## config.mk

```make
export PLATFORM = sky130hd
export DESIGN_NAME = vga_timing_gen
export DESIGN_NICKNAME = d
export VERILOG_FILES = /design/src/rtl/vga_timing_pkg.sv /design/src/rtl/vga_axis_counter.sv /design/src/rtl/vga_timing_gen.sv
export SDC_FILE = /design/constraint.sdc
export NUM_CORES = 1
export LEC_CHECK = 0
export ABC_AREA = 1
export BUFFER_PORTS_ARGS = -buffer_cell sky130_fd_sc_hd__buf_4
export CAP_MARGIN = 30
export CORE_UTILIZATION = 55
export DETAILED_ROUTE_END_ITERATION = 10
export PLACE_DENSITY = 0.89
export SYNTH_ARGS = -nofsm -noshare
export SYNTH_HDL_FRONTEND = slang
export SYNTH_SLANG_ARGS = --single-unit
```

## constraint.sdc

```tcl
create_clock -name CLK -period 2.17 [get_ports CLK]
set_input_delay 0.3255 -clock CLK [delete_from_list [all_inputs] [get_ports CLK]]
set_output_delay 0.3255 -clock CLK [all_outputs]
set_load 0.1 [all_outputs]
```

## src/rtl/vga_timing_pkg.sv

```systemverilog
// Shared VGA timing constants: 640x480@60 defaults, derived totals, counter width.
package vga_timing_pkg;

  localparam int CNT_W = 10;

  localparam int DEF_H_VISIBLE = 640;
  localparam int DEF_H_FP      = 16;
  localparam int DEF_H_SYNC    = 96;
  localparam int DEF_H_BP      = 48;

  localparam int DEF_V_VISIBLE = 480;
  localparam int DEF_V_FP      = 10;
  localparam int DEF_V_SYNC    = 2;
  localparam int DEF_V_BP      = 33;

  localparam int DEF_H_TOTAL = DEF_H_VISIBLE + DEF_H_FP + DEF_H_SYNC + DEF_H_BP;
  localparam int DEF_V_TOTAL = DEF_V_VISIBLE + DEF_V_FP + DEF_V_SYNC + DEF_V_BP;

endpackage

```

## src/rtl/vga_axis_counter.sv

```systemverilog
// One timing axis: wrapping counter with carry out and registered sync/visible
// flags decoded from the next count so they line up with the count they describe.
module vga_axis_counter #(
  parameter int VISIBLE = 640,
  parameter int FP      = 16,
  parameter int SYNC    = 96,
  parameter int BP      = 48,
  parameter int W       = 10
) (
  input  logic         CLK,
  input  logic         RST,
  input  logic         step,
  output logic [W-1:0] count,
  output logic         carry,
  output logic         sync,
  output logic         visible
);

  localparam int          TOTAL   = VISIBLE + FP + SYNC + BP;
  localparam logic [W-1:0] LAST    = W'(TOTAL - 1);
  localparam logic [W-1:0] SYNC_LO = W'(VISIBLE + FP);
  localparam logic [W-1:0] SYNC_HI = W'(VISIBLE + FP + SYNC - 1);
  localparam logic [W-1:0] VIS_END = W'(VISIBLE);

  logic [W-1:0] count_next;
  logic         sync_next;
  logic         visible_next;

  always_comb begin
    carry      = (count == LAST);
    count_next = count;
    if (step) begin
      count_next = carry ? '0 : count + 1'b1;
    end
    sync_next    = !((count_next >= SYNC_LO) && (count_next <= SYNC_HI));
    visible_next = (count_next < VIS_END);
  end

  // Reset parks the axis on its last position so the first step presents 0.
  always_ff @(posedge CLK or negedge RST) begin
    if (!RST) begin
      count   <= LAST;
      sync    <= 1'b1;
      visible <= 1'b0;
    end else begin
      count   <= count_next;
      sync    <= sync_next;
      visible <= visible_next;
    end
  end

endmodule

```

## src/rtl/vga_timing_gen.sv

```systemverilog
// VGA raster timing generator: horizontal and vertical axis counters plus a
// frame-start pulse, all advancing one pixel per enabled clock.
module vga_timing_gen
  import vga_timing_pkg::*;
#(
  parameter int H_VISIBLE = DEF_H_VISIBLE,
  parameter int H_FP      = DEF_H_FP,
  parameter int H_SYNC    = DEF_H_SYNC,
  parameter int H_BP      = DEF_H_BP,
  parameter int V_VISIBLE = DEF_V_VISIBLE,
  parameter int V_FP      = DEF_V_FP,
  parameter int V_SYNC    = DEF_V_SYNC,
  parameter int V_BP      = DEF_V_BP
) (
  input  logic             CLK,
  input  logic             RST,
  input  logic             EN,
  output logic             HSYNC,
  output logic             VSYNC,
  output logic             VIDEO_ON,
  output logic [CNT_W-1:0] HCOUNT,
  output logic [CNT_W-1:0] VCOUNT,
  output logic             FRAME_START
);

  logic h_carry;
  logic v_carry;
  logic h_vis;
  logic v_vis;
  logic v_step;

  assign v_step = EN & h_carry;

  vga_axis_counter #(
    .VISIBLE(H_VISIBLE), .FP(H_FP), .SYNC(H_SYNC), .BP(H_BP), .W(CNT_W)
  ) u_h (
    .CLK     (CLK),
    .RST     (RST),
    .step    (EN),
    .count   (HCOUNT),
    .carry   (h_carry),
    .sync    (HSYNC),
    .visible (h_vis)
  );

  vga_axis_counter #(
    .VISIBLE(V_VISIBLE), .FP(V_FP), .SYNC(V_SYNC), .BP(V_BP), .W(CNT_W)
  ) u_v (
    .CLK     (CLK),
    .RST     (RST),
    .step    (v_step),
    .count   (VCOUNT),
    .carry   (v_carry),
    .sync    (VSYNC),
    .visible (v_vis)
  );

  // Both visible flags update on the same edge from next-count decode.
  assign VIDEO_ON = h_vis & v_vis;

  // Pulse only on the edge that moves from the last pixel onto (0,0).
  always_ff @(posedge CLK or negedge RST) begin
    if (!RST) begin
      FRAME_START <= 1'b0;
    end else begin
      FRAME_START <= EN & h_carry & v_carry;
    end
  end

endmodule

```

Word level (Yosys, flattened, before mapping)
Cells that the tools add are included.
{"block": "totals", "register_bits": 25, "inputBits": 3, "out_inout_bits": 24, "wordCells": 28}
{"block": "op_classes", "addsub": 2, "order_cmp": 6, "eq_ne": 2, "muxes": 4, "n_bitwise": 3, "reduce_logical": 4}
{"cell": "two-way mux 10 bit", "n": 4}
{"cell": "adder 10 x 1 -> 10 bit (second input constant)", "n": 2}
{"cell": "equality test 10 bit (second input constant)", "n": 2}
{"cell": "greater-or-equal comparator 10 bit (second input constant)", "n": 1}
{"cell": "greater-or-equal comparator 10 x 9 -> 1 bit (second input constant)", "n": 1}
{"cell": "less-or-equal comparator 10 bit (second input constant)", "n": 1}
{"cell": "less-or-equal comparator 10 x 9 -> 1 bit (second input constant)", "n": 1}
{"cell": "less-than comparator 10 bit (second input constant)", "n": 1}
{"cell": "less-than comparator 10 x 9 -> 1 bit (second input constant)", "n": 1}
{"cell": "AND 1 bit", "n": 3}
{"cell": "logical AND 1 bit", "n": 2}
{"cell": "logical NOT 1 bit", "n": 2}

Logic depth before layout (Yosys ltp)
Gate-level depths: netlist of run 1.
{"block": "depth", "ltp_word": 6, "mapped_depth": 13, "depth_no_buf": 13}

Hierarchy
A second synthesis of run 1 with hierarchy kept.
{"block": "hier_totals", "cells_unflattened": 188, "hier_area_um2": 1511.4}
{"mod": "vga_axis_counter (u_v)", "instances": 1, "cells_per_inst": 95, "area_per_inst_um2": 732.0, "seq_area_each_um2": 305.3}
{"mod": "vga_axis_counter (u_h)", "instances": 1, "cells_per_inst": 86, "area_per_inst_um2": 729.4, "seq_area_each_um2": 310.3}
{"mod": "vga_timing_gen", "instances": 1, "cells_per_inst": 7, "area_per_inst_um2": 50.0, "seq_area_each_um2": 25.0}

Least setup slack after synthesis of run 1
No wires, ideal clock.
{"block": "synth_timing", "path_kind": "flip-flop to flip-flop", "startpoint": "register u_v.count[0]", "endpoint": "register u_v.visible", "setup_time_ns": 0.119, "arrival_time_ns": 2.038, "t_required_ns": 2.051, "path_slack_ns": 0.013, "stages_incl_launch_ff": 11, "n_path_buf": 0, "period_less_slack_ns": 2.157, "path_cell_list": "dfrtp_1 > ha_1 > inv_1 > nor2_1 > nand2_1 > nand2_1 > nand2_1 > o21ai_2 > nand3_1 > nor2_1 > nor2_1"}
{"block": "synth_between", "elab_chain_len": 4, "elab_cells_between_ends": 5, "cone_classes": "add/sub (1); order compare (1); eq/ne (1); mux (2)"}
{"element": "start: declaration", "line": "vga_axis_counter.sv:13", "text": "output logic [W-1:0] count,"}
{"element": "start signal: assignment", "line": "vga_axis_counter.sv:46", "text": "count <= count_next;"}
{"element": "adder 10 x 1 -> 10 bit or equality test 10 bit (tied branches)", "line": "vga_axis_counter.sv:33, vga_axis_counter.sv:30"}
{"element": "two-way mux 10 bit (*)", "line": "vga_axis_counter.sv:33", "text": "count_next = carry ? '0 : count + 1'b1;"}
{"element": "two-way mux 10 bit (*)", "line": "vga_axis_counter.sv:32", "text": "if (step) begin"}
{"element": "net u_v.count_next[8]", "line": "vga_axis_counter.sv:25", "text": "logic [W-1:0] count_next;"}
{"element": "less-than comparator 10 x 9 -> 1 bit (*)", "line": "vga_axis_counter.sv:36", "text": "visible_next = (count_next < VIS_END);"}
{"element": "net u_v.visible_next", "line": "vga_axis_counter.sv:27", "text": "logic visible_next;"}
{"element": "end signal: assignment", "line": "vga_axis_counter.sv:48", "text": "visible <= visible_next;"}
{"element": "end: declaration", "line": "vga_axis_counter.sv:16", "text": "output logic visible"}
Mark *: on every way through the listed nets, which the timed path passes. The rest lies on a longest branch.

Final worst setup path of run 1
{"block": "layout_timing", "startpoint": "register u_h.count[0]", "endpoint": "register u_v.sync"}
{"block": "layout_between", "elab_chain_len": 6, "elab_cells_between_ends": 7, "cone_classes": "order compare (2); eq/ne (1); mux (1); bitwise (1); reduce/logical (2)"}
{"element": "start: declaration", "line": "vga_axis_counter.sv:13"}
{"element": "start signal: assignment", "line": "vga_axis_counter.sv:46"}
{"element": "equality test 10 bit (*)", "line": "vga_axis_counter.sv:30", "text": "carry = (count == LAST);"}
{"element": "AND 1 bit (*)", "line": "vga_timing_gen.sv:32", "text": "assign v_step = EN & h_carry;"}
{"element": "two-way mux 10 bit (*)", "line": "vga_axis_counter.sv:32"}
{"element": "net u_v.count_next[8]", "line": "vga_axis_counter.sv:25"}
{"element": "greater-or-equal comparator 10 x 9 -> 1 bit or less-or-equal comparator 10 x 9 -> 1 bit (tied branches)", "line": "vga_axis_counter.sv:35", "text": "sync_next = !((count_next >= SYNC_LO) && (count_next <= SYNC_HI));"}
{"element": "logical AND 1 bit (*)", "line": "vga_axis_counter.sv:35"}
{"element": "logical NOT 1 bit (*)", "line": "vga_axis_counter.sv:35"}
{"element": "net u_v.sync_next", "line": "vga_axis_counter.sv:26", "text": "logic sync_next;"}
{"element": "end signal: assignment", "line": "vga_axis_counter.sv:47", "text": "sync <= sync_next;"}
{"element": "end: declaration", "line": "vga_axis_counter.sv:15", "text": "output logic sync,"}
Marked as above.

==> flow_summary.ini, run 1 <==
[yosys]
syn-mean-instance-area_um2 = 7.10
netlist_instances = 228
yosys_warnings = 0
synth.ff_latch_count = 25
netlist_area_um2 = 1620
synth_area_leader_cell = sky130_fd_sc_hd__dfrtp_1
synth_enable_flop_cells = 0
synth_seq_area_share_pct = 39.6
synth_cell_types = 26
postSynth.asyncResetShare_pct = 100
ys_top_cells_by_area = sky130_fd_sc_hd__dfrtp_1 20%, sky130_fd_sc_hd__dfstp_2 19%, sky130_fd_sc_hd__nand2_1 16%, sky130_fd_sc_hd__inv_1 9.3%, sky130_fd_sc_hd__nand3_1 6.8%
mappedNetlistNets = 234
synth_ff_type = sky130_fd_sc_hd__dfrtp_1
synth_top_area_share_pct = 20.1

[detailed_routing]
dr_total_vias = 1496
drt_first_iter_violations = 73
post_drt_via_cell_ratio = 5.21
length_of_the_first_detailed_routing_pass_in_iterations = 4
route.final.wire_length_um = 3480
detail_route.drc_violations = 0
ant_nets = 0
routedWlPerCell_um = 12.1

[pwr]
power.share.combinational_pct = 57.2
vdd_drop_max_uv = 1850
total_leakage_power_nw = 0.971
share_seq_of_total_power_pct = 33.3
p_switching_w = 0.00131
p_int_w = 0.000931
pwr-share-clk_pct = 9.4
cellPowerDensity_nw_per_um2 = 1200
switch_share_pct = 58.4

[critical_path]
minimum_setup_slack_among_reg_to_reg_paths_ns = 0.33
end_kind = flop
worst-path-max-fanout = 9
critical_path_class = flop to flop
maximum_cell_stage_delay_along_the_critical_path_ns = 0.58
critical_path_required_ns = 2.42
crit-reg2reg-capture = u_v.sync
critical_path.slowest_cell = sky130_fd_sc_hd__dfstp_2
worstSetupStartpointType = flop
critPathMostFrequentCell = sky130_fd_sc_hd__nand3_1
arrival_time_of_the_worst_setup_path_ns = 2.09
worstRegToRegCells = 8
worstReg2RegStart = u_h.count[0]
cells_along_the_critical_path = ha_1, nand3_2, nor2_4, nand3_4, o21ai_2, nand3_1, nor2_1, nand3_1

[grt]
grt_remaining_overflow = 0
wire_length_of_the_first_global_routing_pass_um = 6070
overall_track_demand_over_capacity_in_global_routing_pct = 24.0
number_of_global_route_vias_before_repair = 1365
number_of_antenna_violations_at_the_first_check_in_global_routing = 0
grt_start_max_net_pins = 26

[sta]
final-max-slew-violation-count = 0
setup_total_negative_slack_ns = 0
final-hold-violation-count = 0
rsz0062_at_grt = no
min_period_ns = 1.84
max_freq_mhz = 544
max_slew_margin_pct = 74.0
period_share_pct = 84.8
worst_clock_skew_ns = 0.00659
worst_slew_pin_slew_ns = 0.386
finalSetupViolations = 0

[clock_tree]
cts_tree = done
clock-sinks = 25
clk_tree_root_cell = sky130_fd_sc_hd__clkbuf_4
clock_insertion_delay_worst_skew_ns = 0.32
cts_max_level = 1
tritoncts.num_buffers = 3
cts-root-to-sink-buffers = 2
path_clk_slew_ns = 0.14
cts_repair_resize_count = 0

[cells_and_area]
final_layout_fill_cell_count = 243
design.final.nets = 263
areaGrowthSynthToFinish_pct = 15.7
post_route_cells_drive_above_1_share_pct = 21.9
finish.instance_area_um2 = 1870
insertedDiodeCount = 0

[place]
postPlaceCellArea_um2 = 1830
detailed_place_hpwl_um = 2640
globalplace.congestion = 0.859
placement.io_buffers = 26

[die]
num_io_pins = 27
die_w_um = 56.2
initial_utilization_pct = 58.2
rows = 19
floorplan.die_area_um2 = 3160
die_h_um = 56.2
core_um2 = 2780

[hold_path]
holdPathEnd = u_h.count[0]
min_path_type = input pin to flop
holdCritStartpoint = EN
hold_depth = 2

[run]
max-cap-violations = 0

[status]
status = complete, no violations
-- flip-flops by register name, summed over array words and instances, names as in the netlist --
signal and cells:
FRAME_START 1, u_h.sync 1, u_v.count 10, u_h.count 10
u_v.visible 1, u_v.sync 1, u_h.visible 1
-- area by class of cell --
cell class / instances / area (um2) / share of cell area [%]
Multi-Input combinational cell: 158 / 802 / 42.8
Sequential cell: 25 / 641 / 34.2
Timing Repair Buffer: 27 / 205 / 11.0
Inverter: 42 / 158 / 8.42
Tap cell: 31 / 38.8 / 2.07
Clock buffer: 3 / 22.5 / 1.20
Clock inverter: 1 / 5.00 / 0.267
-- worst max-delay path by stage --
| stage | from | to | slack, ns | cells after the start |
|---|---|---|---|---|
| 2_1_floorplan | u_v.count[0] | u_v.visible | 0.01 | 10 |
| 5_1_grt | u_h.count[1] | u_h.sync | 0.16 | 12 |
| 3_3_place_gp | u_h.count[0] | u_v.visible | 0.41 | 8 |
| 6_report | u_h.count[0] | u_v.sync | 0.33 | 8 |
| 3_5_place_dp | u_h.count[0] | u_v.sync | 0.37 | 8 |
| 4_1_cts | u_h.count[0] | u_v.visible | 0.34 | 8 |
-- cells in the mapped netlist (2+ instances only) --
cell and instances:
sky130_fd_sc_hd__nor2_4 3, sky130_fd_sc_hd__inv_1 40, sky130_fd_sc_hd__nand3_1 22, sky130_fd_sc_hd__dfstp_2 12
sky130_fd_sc_hd__nor2_1 25, sky130_fd_sc_hd__nor3_1 3, sky130_fd_sc_hd__xor2_1 6, sky130_fd_sc_hd__nand4_1 9
sky130_fd_sc_hd__nor2_2 5, sky130_fd_sc_hd__o21ai_0 4, sky130_fd_sc_hd__o21ai_2 2, sky130_fd_sc_hd__dfrtp_1 13
sky130_fd_sc_hd__ha_1 3, sky130_fd_sc_hd__nand2_1 69
-- what timing repair did --
item,4_1_cts,5_1_grt
hold buffers,1,0
hold endpoints to repair,13,0
buffers inserted,0,0
-- power groups by stage --
stage	clock network, W	registers, W	logic, W
after detailed placement	0	0.000750	0.00127
after global routing	0.000234	0.000762	0.00136
after global placement	0	0.000749	0.00126
after floorplan	0	0.00137	0.000402
final	0.000211	0.000746	0.00128
after CTS	0.000215	0.000743	0.00128
-- through the flow --
step                cells  utilization (%)  hold slack, ns  setup WS (ns)  power, W
CTS                   287             67.3           0.259          0.343   0.00224
global placement      282             65.9           0.237          0.414   0.00201
global route          287             67.3           0.263          0.162   0.00236
floorplan             228                -          0.0299         0.0130   0.00178
detailed placement    282             65.9           0.240          0.368   0.00202
finish                287             67.3           0.256          0.331   0.00224
-- routing by layer --
layer  up-vias  track usage, %  routed length, um
li1        763               -                  -
met1       675            35.4               1680
met2        51            37.8               1580
met3         7            2.33                160
met4         0            6.97                 59
met5         -               0                  0
-- critical path: cells and delay by family, from the launching register on --
family                   cells  cell delay, ns
AND/OR/NAND/NOR              6            0.74
flip-flops                   1            0.58
adder cells (fa/ha/maj)      1            0.24
AO/OA/AOI/OAI                1            0.20
-- cell families after synthesis --
| group | count (synthesis) | synth area share (%) |
|---|---|---|
| adders and majority gates | 3 | 2.32 |
| and+or+nand+nor | 141 | 40.9 |
| DFF | 25 | 39.6 |
| AOI/OAI and AO/OA | 8 | 3.09 |
| buffers and inverters | 45 | 10.8 |
| xor gates and xnor gates | 6 | 3.25 |
-- cell usage in the layout, fill, tap and decap left out --
master	Yosys	routed
sky130_fd_sc_hd__nand2_1	69	69
sky130_fd_sc_hd__inv_1	40	40
sky130_fd_sc_hd__buf_4	1	26
sky130_fd_sc_hd__nor2_1	25	25
sky130_fd_sc_hd__nand3_1	22	22
sky130_fd_sc_hd__dfrtp_1	13	13
sky130_fd_sc_hd__dfstp_2	12	12
sky130_fd_sc_hd__nand4_1	9	9
sky130_fd_sc_hd__xor2_1	6	6
sky130_fd_sc_hd__nor2_2	5	5
sky130_fd_sc_hd__o21ai_0	4	4
sky130_fd_sc_hd__nor2_4	3	3
sky130_fd_sc_hd__nor3_1	3	3
sky130_fd_sc_hd__ha_1	3	3
sky130_fd_sc_hd__clkbuf_4	0	3
sky130_fd_sc_hd__o21ai_2	2	2
sky130_fd_sc_hd__inv_2	1	1
sky130_fd_sc_hd__nand3_2	1	1
sky130_fd_sc_hd__nand4_4	1	1
sky130_fd_sc_hd__clkinv_1	1	1
sky130_fd_sc_hd__nand3_4	1	1
sky130_fd_sc_hd__nand3b_1	1	1
sky130_fd_sc_hd__o21bai_1	1	1
sky130_fd_sc_hd__nor4_1	1	1
sky130_fd_sc_hd__o21ai_1	1	1
sky130_fd_sc_hd__clkinv_2	0	1
sky130_fd_sc_hd__dlygate4sd3_1	0	1
Note: power is estimated with default switching activity, not from simulation.
==> inputs of run 2 (changes only) <==
--- a/config.mk
+++ b/config.mk
@@ -5,10 +5,10 @@
 export SDC_FILE = /design/constraint.sdc
 export NUM_CORES = 1
 export LEC_CHECK = 0
-export ABC_AREA = 1
+export ABC_AREA = 0
 export BUFFER_PORTS_ARGS = -buffer_cell sky130_fd_sc_hd__buf_4
 export CAP_MARGIN = 30
-export CORE_UTILIZATION = 55
+export CORE_UTILIZATION = 54
 export DETAILED_ROUTE_END_ITERATION = 10
 export PLACE_DENSITY = 0.89
 export SYNTH_ARGS = -nofsm -noshare
==> constraint.sdc (replaced) <==
create_clock -name CLK -period 1.85 [get_ports CLK]
set_input_delay 0.2775 -clock CLK [delete_from_list [all_inputs] [get_ports CLK]]
set_output_delay 0.2775 -clock CLK [all_outputs]
set_load 0.1 [all_outputs]
==> flow_summary.ini, run 2 <==
[status]
status = finished with violations
violations = setup timing

[die]
die_h_um = 52.6
num_io_pins = 27
die_w_um = 52.6
rows = 17
initial_utilization_pct = 59.6
floorplan.die_area_um2 = 2760
core_um2 = 2320

[critical_path]
crit-reg2reg-capture = u_v.sync
minimum_setup_slack_among_reg_to_reg_paths_ns = -0.34
critical_path_required_ns = 2.11
end_kind = flop
worstReg2RegStart = u_h.count[0]
arrival_time_of_the_worst_setup_path_ns = 2.45
cells_along_the_critical_path = ha_4, and4b_2, and4_4, o21ai_1, a22o_1, a31oi_1, nand4b_1
worstRegToRegCells = 7
critical_path_class = flop to flop
maximum_cell_stage_delay_along_the_critical_path_ns = 0.68
critical_path.slowest_cell = sky130_fd_sc_hd__dfstp_4
worstSetupStartpointType = flop
worst-path-max-fanout = 7

[pwr]
cellPowerDensity_nw_per_um2 = 975
vdd_drop_max_uv = 1690
total_leakage_power_nw = 0.918

[clock_tree]
cts_max_level = 1
clock-sinks = 25
path_clk_slew_ns = 0.15
clk_tree_root_cell = sky130_fd_sc_hd__clkbuf_4
cts_tree = done
cts-root-to-sink-buffers = 2
clock_insertion_delay_worst_skew_ns = 0.34
tritoncts.num_buffers = 3

[yosys]
ys_top_cells_by_area = sky130_fd_sc_hd__dfrtp_1 24%, sky130_fd_sc_hd__dfstp_2 23%, sky130_fd_sc_hd__nand2_1 4.1%, sky130_fd_sc_hd__nand3_1 3.3%, sky130_fd_sc_hd__xor2_1 3.2%
synth_ff_type = sky130_fd_sc_hd__dfrtp_1
netlist_instances = 138
synth_area_leader_cell = sky130_fd_sc_hd__dfrtp_1
synth_seq_area_share_pct = 46.4
postSynth.asyncResetShare_pct = 100
syn-mean-instance-area_um2 = 10.0
netlist_area_um2 = 1380
synth_enable_flop_cells = 0
synth.most_common_cell = sky130_fd_sc_hd__nand2_1
synth_top_area_share_pct = 23.6
synth_top_cells_by_count = 15 x sky130_fd_sc_hd__nand2_1, 13 x sky130_fd_sc_hd__dfrtp_1, 12 x sky130_fd_sc_hd__dfstp_2
synth.ff_latch_count = 25
yosys_warnings = 0
synth_cell_types = 46
mappedNetlistNets = 144

[sta]
min_period_ns = 2.19
period_share_pct = 118
finalSetupViolations = 10
final-max-slew-violation-count = 0
max_freq_mhz = 457
worst_slack_ns = -0.336
worst_slew_pin_slew_ns = 0.426
worst_clock_skew_ns = 0.0101
final-hold-violation-count = 0
max_slew_margin_pct = 71.2
rsz0062_at_grt = yes
setup_total_negative_slack_ns = -1.37

[cells_and_area]
ff_latch_area_um2 = 678
post_route_cells_drive_above_1_share_pct = 56.5
final_layout_fill_cell_count = 94
mostFrequentLayoutCell = sky130_fd_sc_hd__buf_4
insertedDiodeCount = 0
reg.largest.list = u_h.count (10), u_v.count (10)
design.final.nets = 207
areaGrowthSynthToFinish_pct = 49.5
area_used_by_multi_input_combinational_logic_um2 = 828
postLayoutCoreUtil_pct = 89.1
mostFrequentLayoutCells = 62 x sky130_fd_sc_hd__buf_4, 14 x sky130_fd_sc_hd__nand2_1, 9 x sky130_fd_sc_hd__dfrtp_2

[hold_path]
hold_depth = 3
min_path_type = input pin to flop
holdPathEnd = FRAME_START
holdCritStartpoint = EN

[grt]
grt_remaining_overflow = 0
wire_length_of_the_first_global_routing_pass_um = 6580
number_of_global_route_vias_before_repair = 1326
number_of_antenna_violations_at_the_first_check_in_global_routing = 0
overall_track_demand_over_capacity_in_global_routing_pct = 35.0
grt_start_max_net_pins = 26

[place]
globalplace.congestion = 0.892
detailed_place_hpwl_um = 2800
placement.io_buffers = 26

[detailed_routing]
route.final.wire_length_um = 4820
length_of_the_first_detailed_routing_pass_in_iterations = 5
drt_first_iter_violations = 97
detail_route.drc_violations = 0
dr_total_vias = 1432
ant_nets = 0
post_drt_via_cell_ratio = 6.28
routedWlPerCell_um = 21.2

[run]
max-cap-violations = 0
## run 2: changes by cell type after synthesis, moves of 5 or more
cell	delta
sky130_fd_sc_hd__nand4_1	-6
sky130_fd_sc_hd__inv_1	-35
sky130_fd_sc_hd__nor2_2	-5
sky130_fd_sc_hd__nand3_1	-13
sky130_fd_sc_hd__nand2_1	-54
sky130_fd_sc_hd__nor2_1	-17
## run 2: power by group
group          total, W  leakage [nW]  internal, W  switching (W)
registers      0.000750         0.281     0.000668      0.0000823
logic          0.000998         0.623     0.000299       0.000698
clock network  0.000267        0.0139    0.0000831       0.000184
## run 2: worst max-delay path, delay by kind of cell (launching register included)
| kind | cells | cell delay, ns |
|---|---|---|
| adders and majority gates | 1 | 0.15 |
| DFF | 1 | 0.68 |
| AOI/OAI and AO/OA | 3 | 0.57 |
| and+or+nand+nor | 3 | 0.72 |
## run 2: layout make-up
cell class | instances | share of cell area (%)
timing repair buffer | 63 | 23.0
multi-input combinational | 103 | 40.1
clock buffer | 3 | 1.09
clock inverter | 1 | 0.363
tap | 28 | 1.70
inverter | 5 | 0.909
sequential | 25 | 32.8
## run 2: logic make-up after synthesis
family | after synthesis | synth area share (%)
AND/OR/NAND/NOR | 67 | 30.2
AO/OA/AOI/OAI | 22 | 9.87
buffers and inverters | 10 | 3.71
XOR/XNOR | 9 | 5.71
multiplexers | 2 | 1.45
flip-flops | 25 | 46.4
adder cells (fa/ha/maj) | 3 | 2.72
## run 2: metrics by stage
stage	setup slack (ns)	cells	area, um2	hold WS [ns]	total power [W]
after floorplan	-0.364	138	1450	-0.0181	0.00136
after global placement	-0.230	218	1880	0.188	0.00159
after detailed placement	-0.291	218	1880	0.191	0.00162
after CTS	-0.272	226	2000	0.313	0.00196
after global routing	-0.354	228	2070	0.308	0.00208
final	-0.336	228	2070	0.322	0.00201
## run 2: timing repair
action	in CTS	in global routing
pin swaps	9	2
setup buffers	3	2
hold buffers	1	0
resized for setup	12	10
endpoints found under the setup margin	10	13
endpoints found under the hold margin	13	0
## run 2: worst max path at each step
stage                 startpoint        to  slack, ns  cells past startpoint
global placement    u_h.count[1]  u_h.sync      -0.23                      6
finish              u_h.count[0]  u_v.sync      -0.34                      7
detailed placement  u_h.count[1]  u_v.sync      -0.29                      7
global route        u_h.count[0]  u_h.sync      -0.35                      5
floorplan           u_h.count[0]  u_v.sync      -0.36                      8
CTS                 u_h.count[0]  u_v.sync      -0.27                      7
## run 2: layer usage
layer	global-route usage [%]	vias to the layer above	share of wire, %
li1	-	617	-
met1	42.8	668	37
met2	55.5	118	50
met3	8.12	29	9.2
met4	21.1	0	4.5
met5	0	-	0
==> inputs of run 3 (changes only) <==
--- a/config.mk
+++ b/config.mk
@@ -5,10 +5,10 @@
 export SDC_FILE = /design/constraint.sdc
 export NUM_CORES = 1
 export LEC_CHECK = 0
-export ABC_AREA = 0
+export ABC_AREA = 1
 export BUFFER_PORTS_ARGS = -buffer_cell sky130_fd_sc_hd__buf_4
 export CAP_MARGIN = 30
-export CORE_UTILIZATION = 54
+export CORE_UTILIZATION = 55
 export DETAILED_ROUTE_END_ITERATION = 10
 export PLACE_DENSITY = 0.89
 export SYNTH_ARGS = -nofsm -noshare
==> flow_summary.ini, run 3 (same netlist as run 1, synthesis figures left out) <==
[cells_and_area]
ff_latch_area_um2 = 664
post_route_cells_drive_above_1_share_pct = 32.7
area_used_by_multi_input_combinational_logic_um2 = 891
areaGrowthSynthToFinish_pct = 26.9
design.final.nets = 273
mostFrequentLayoutCells = 63 x sky130_fd_sc_hd__nand2_1, 38 x sky130_fd_sc_hd__inv_1, 35 x sky130_fd_sc_hd__buf_4
reg.largest.list = u_h.count (10), u_v.count (10)
mostFrequentLayoutCell = sky130_fd_sc_hd__nand2_1
final_std_cells_w_o_fill = 297
final_layout_fill_cell_count = 219
insertedDiodeCount = 0

[pwr]
p_int_w = 0.00117
post-layout-total-power_w = 0.00279
share_seq_of_total_power_pct = 32.2
cellPowerDensity_nw_per_um2 = 1360
power.share.combinational_pct = 58.2
vdd_drop_max_uv = 1630
switch_share_pct = 58.0
p_switching_w = 0.00162
total_leakage_power_nw = 1.02
pwr-share-clk_pct = 9.6

[sta]
period_share_pct = 98.8
max_freq_mhz = 547
min_period_ns = 1.83
rsz0062_at_grt = yes
worst_slew_pin_slew_ns = 0.379
finalSetupViolations = 0
final-max-slew-violation-count = 0
max_slew_margin_pct = 74.5
timing.hold.ws_ns = 0.259
worst_clock_skew_ns = 0.0142
final-hold-violation-count = 0

[detailed_routing]
ant_nets = 0
dr_total_vias = 1600
length_of_the_first_detailed_routing_pass_in_iterations = 4
drt_first_iter_violations = 82
detail_route.drc_violations = 0
route.final.wire_length_um = 4170
post_drt_via_cell_ratio = 5.39
routedWlPerCell_um = 14.0

[critical_path]
end_kind = flop
critical_path_required_ns = 2.13
worstReg2RegStart = u_h.count[0]
crit-reg2reg-capture = u_v.sync
critical_path_class = flop to flop
arrival_time_of_the_worst_setup_path_ns = 2.11
maximum_cell_stage_delay_along_the_critical_path_ns = 0.67
worstSetupStartpointType = flop
critical_path.slowest_cell = sky130_fd_sc_hd__dfstp_4
cells_along_the_critical_path = ha_4, nand3_4, nor2_4, nand2_2, nor2_4, nand3_2, nand2_1, nand2_1, nor2_2, nand3_1
minimum_setup_slack_among_reg_to_reg_paths_ns = 0.02
worstRegToRegCells = 10
worst-path-max-fanout = 4

[run]
max-cap-violations = 0

[grt]
number_of_global_route_vias_before_repair = 1393
grt_start_max_net_pins = 26
grt_remaining_overflow = 0
overall_track_demand_over_capacity_in_global_routing_pct = 25.5
number_of_antenna_violations_at_the_first_check_in_global_routing = 0
wire_length_of_the_first_global_routing_pass_um = 6220

[clock_tree]
clk_tree_root_cell = sky130_fd_sc_hd__clkbuf_4
clock_insertion_delay_worst_skew_ns = 0.34
clock-sinks = 25
cts_max_level = 1
path_clk_slew_ns = 0.16
cts-root-to-sink-buffers = 2
tritoncts.num_buffers = 3
cts_tree = done

[die]
num_io_pins = 27
die_w_um = 56.2
floorplan.die_area_um2 = 3160
initial_utilization_pct = 58.2
rows = 19
die_h_um = 56.2
core_um2 = 2780

[hold_path]
min_path_type = input pin to flop
holdPathEnd = u_h.count[1]
hold_depth = 3
holdCritStartpoint = EN

[place]
globalplace.congestion = 0.923
placement.io_buffers = 26
dp.cells = 283
detailed_place_hpwl_um = 2870

[status]
status = complete, no violations
run 3: area by class of cell:
type,instances,area share [%]
sequential,25,32.4
clock inverter,1,0.305
multi-input combinational,159,43.4
clock buffer,3,1.10
inverter,42,7.68
timing repair buffer,36,13.3
tap,31,1.89
run 3: routing by layer:
layer  routed length (um)  up-vias  global-route usage (%)
met4                  105        0                    9.06
met2                 2130       62                    43.4
met5                    0        -                       0
li1                     -      783                       -
met1                 1710      740                    32.6
met3                  221       15                    4.65
run 3: power by group through the flow:
stage                     logic [W]  clock network [W]  registers [W]
after floorplan            0.000483                  0        0.00165
after global placement      0.00153                  0       0.000894
after detailed placement    0.00155                  0       0.000902
after CTS                   0.00155           0.000268       0.000891
after global routing        0.00173           0.000291       0.000914
final                       0.00163           0.000269       0.000899
run 3: through the flow:
step,utilization [%],worst slack [ns],instance area [um2],TNS (ns)
detailed placement,67.8,0.0371,1890,0
finish,73.8,0.0216,2050,0
global route,73.8,-0.0996,2050,-0.179
global placement,67.8,0.108,1890,0
floorplan,-,-0.0338,1660,-0.0929
CTS,69.2,0.0296,1920,0
run 3: worst max path at each step:
stage / slack, ns / startpoint / cells after the start / endpoint
2_1_floorplan: -0.03 / u_h.count[1] / 8 / u_v.visible
3_3_place_gp: 0.11 / u_h.count[1] / 8 / u_v.visible
3_5_place_dp: 0.04 / u_h.count[1] / 8 / u_v.sync
4_1_cts: 0.03 / u_h.count[1] / 8 / u_v.visible
5_1_grt: -0.1 / u_h.count[0] / 10 / u_v.sync
6_report: 0.02 / u_h.count[0] / 10 / u_v.sync
run 3: critical path, delay by kind of cell, from the launching register on:
family	cells	cell delay [ns]
adders and majority gates	1	0.18
and+or+nand+nor	9	0.94
DFF	1	0.67
run 3: what timing repair did:
item                                   4_1_cts  5_1_grt
buffers inserted                             0        8
hold buffers                                 1        0
resized for setup                            0       16
endpoints found under the hold margin       13        0
setup endpoints to repair                    0        3
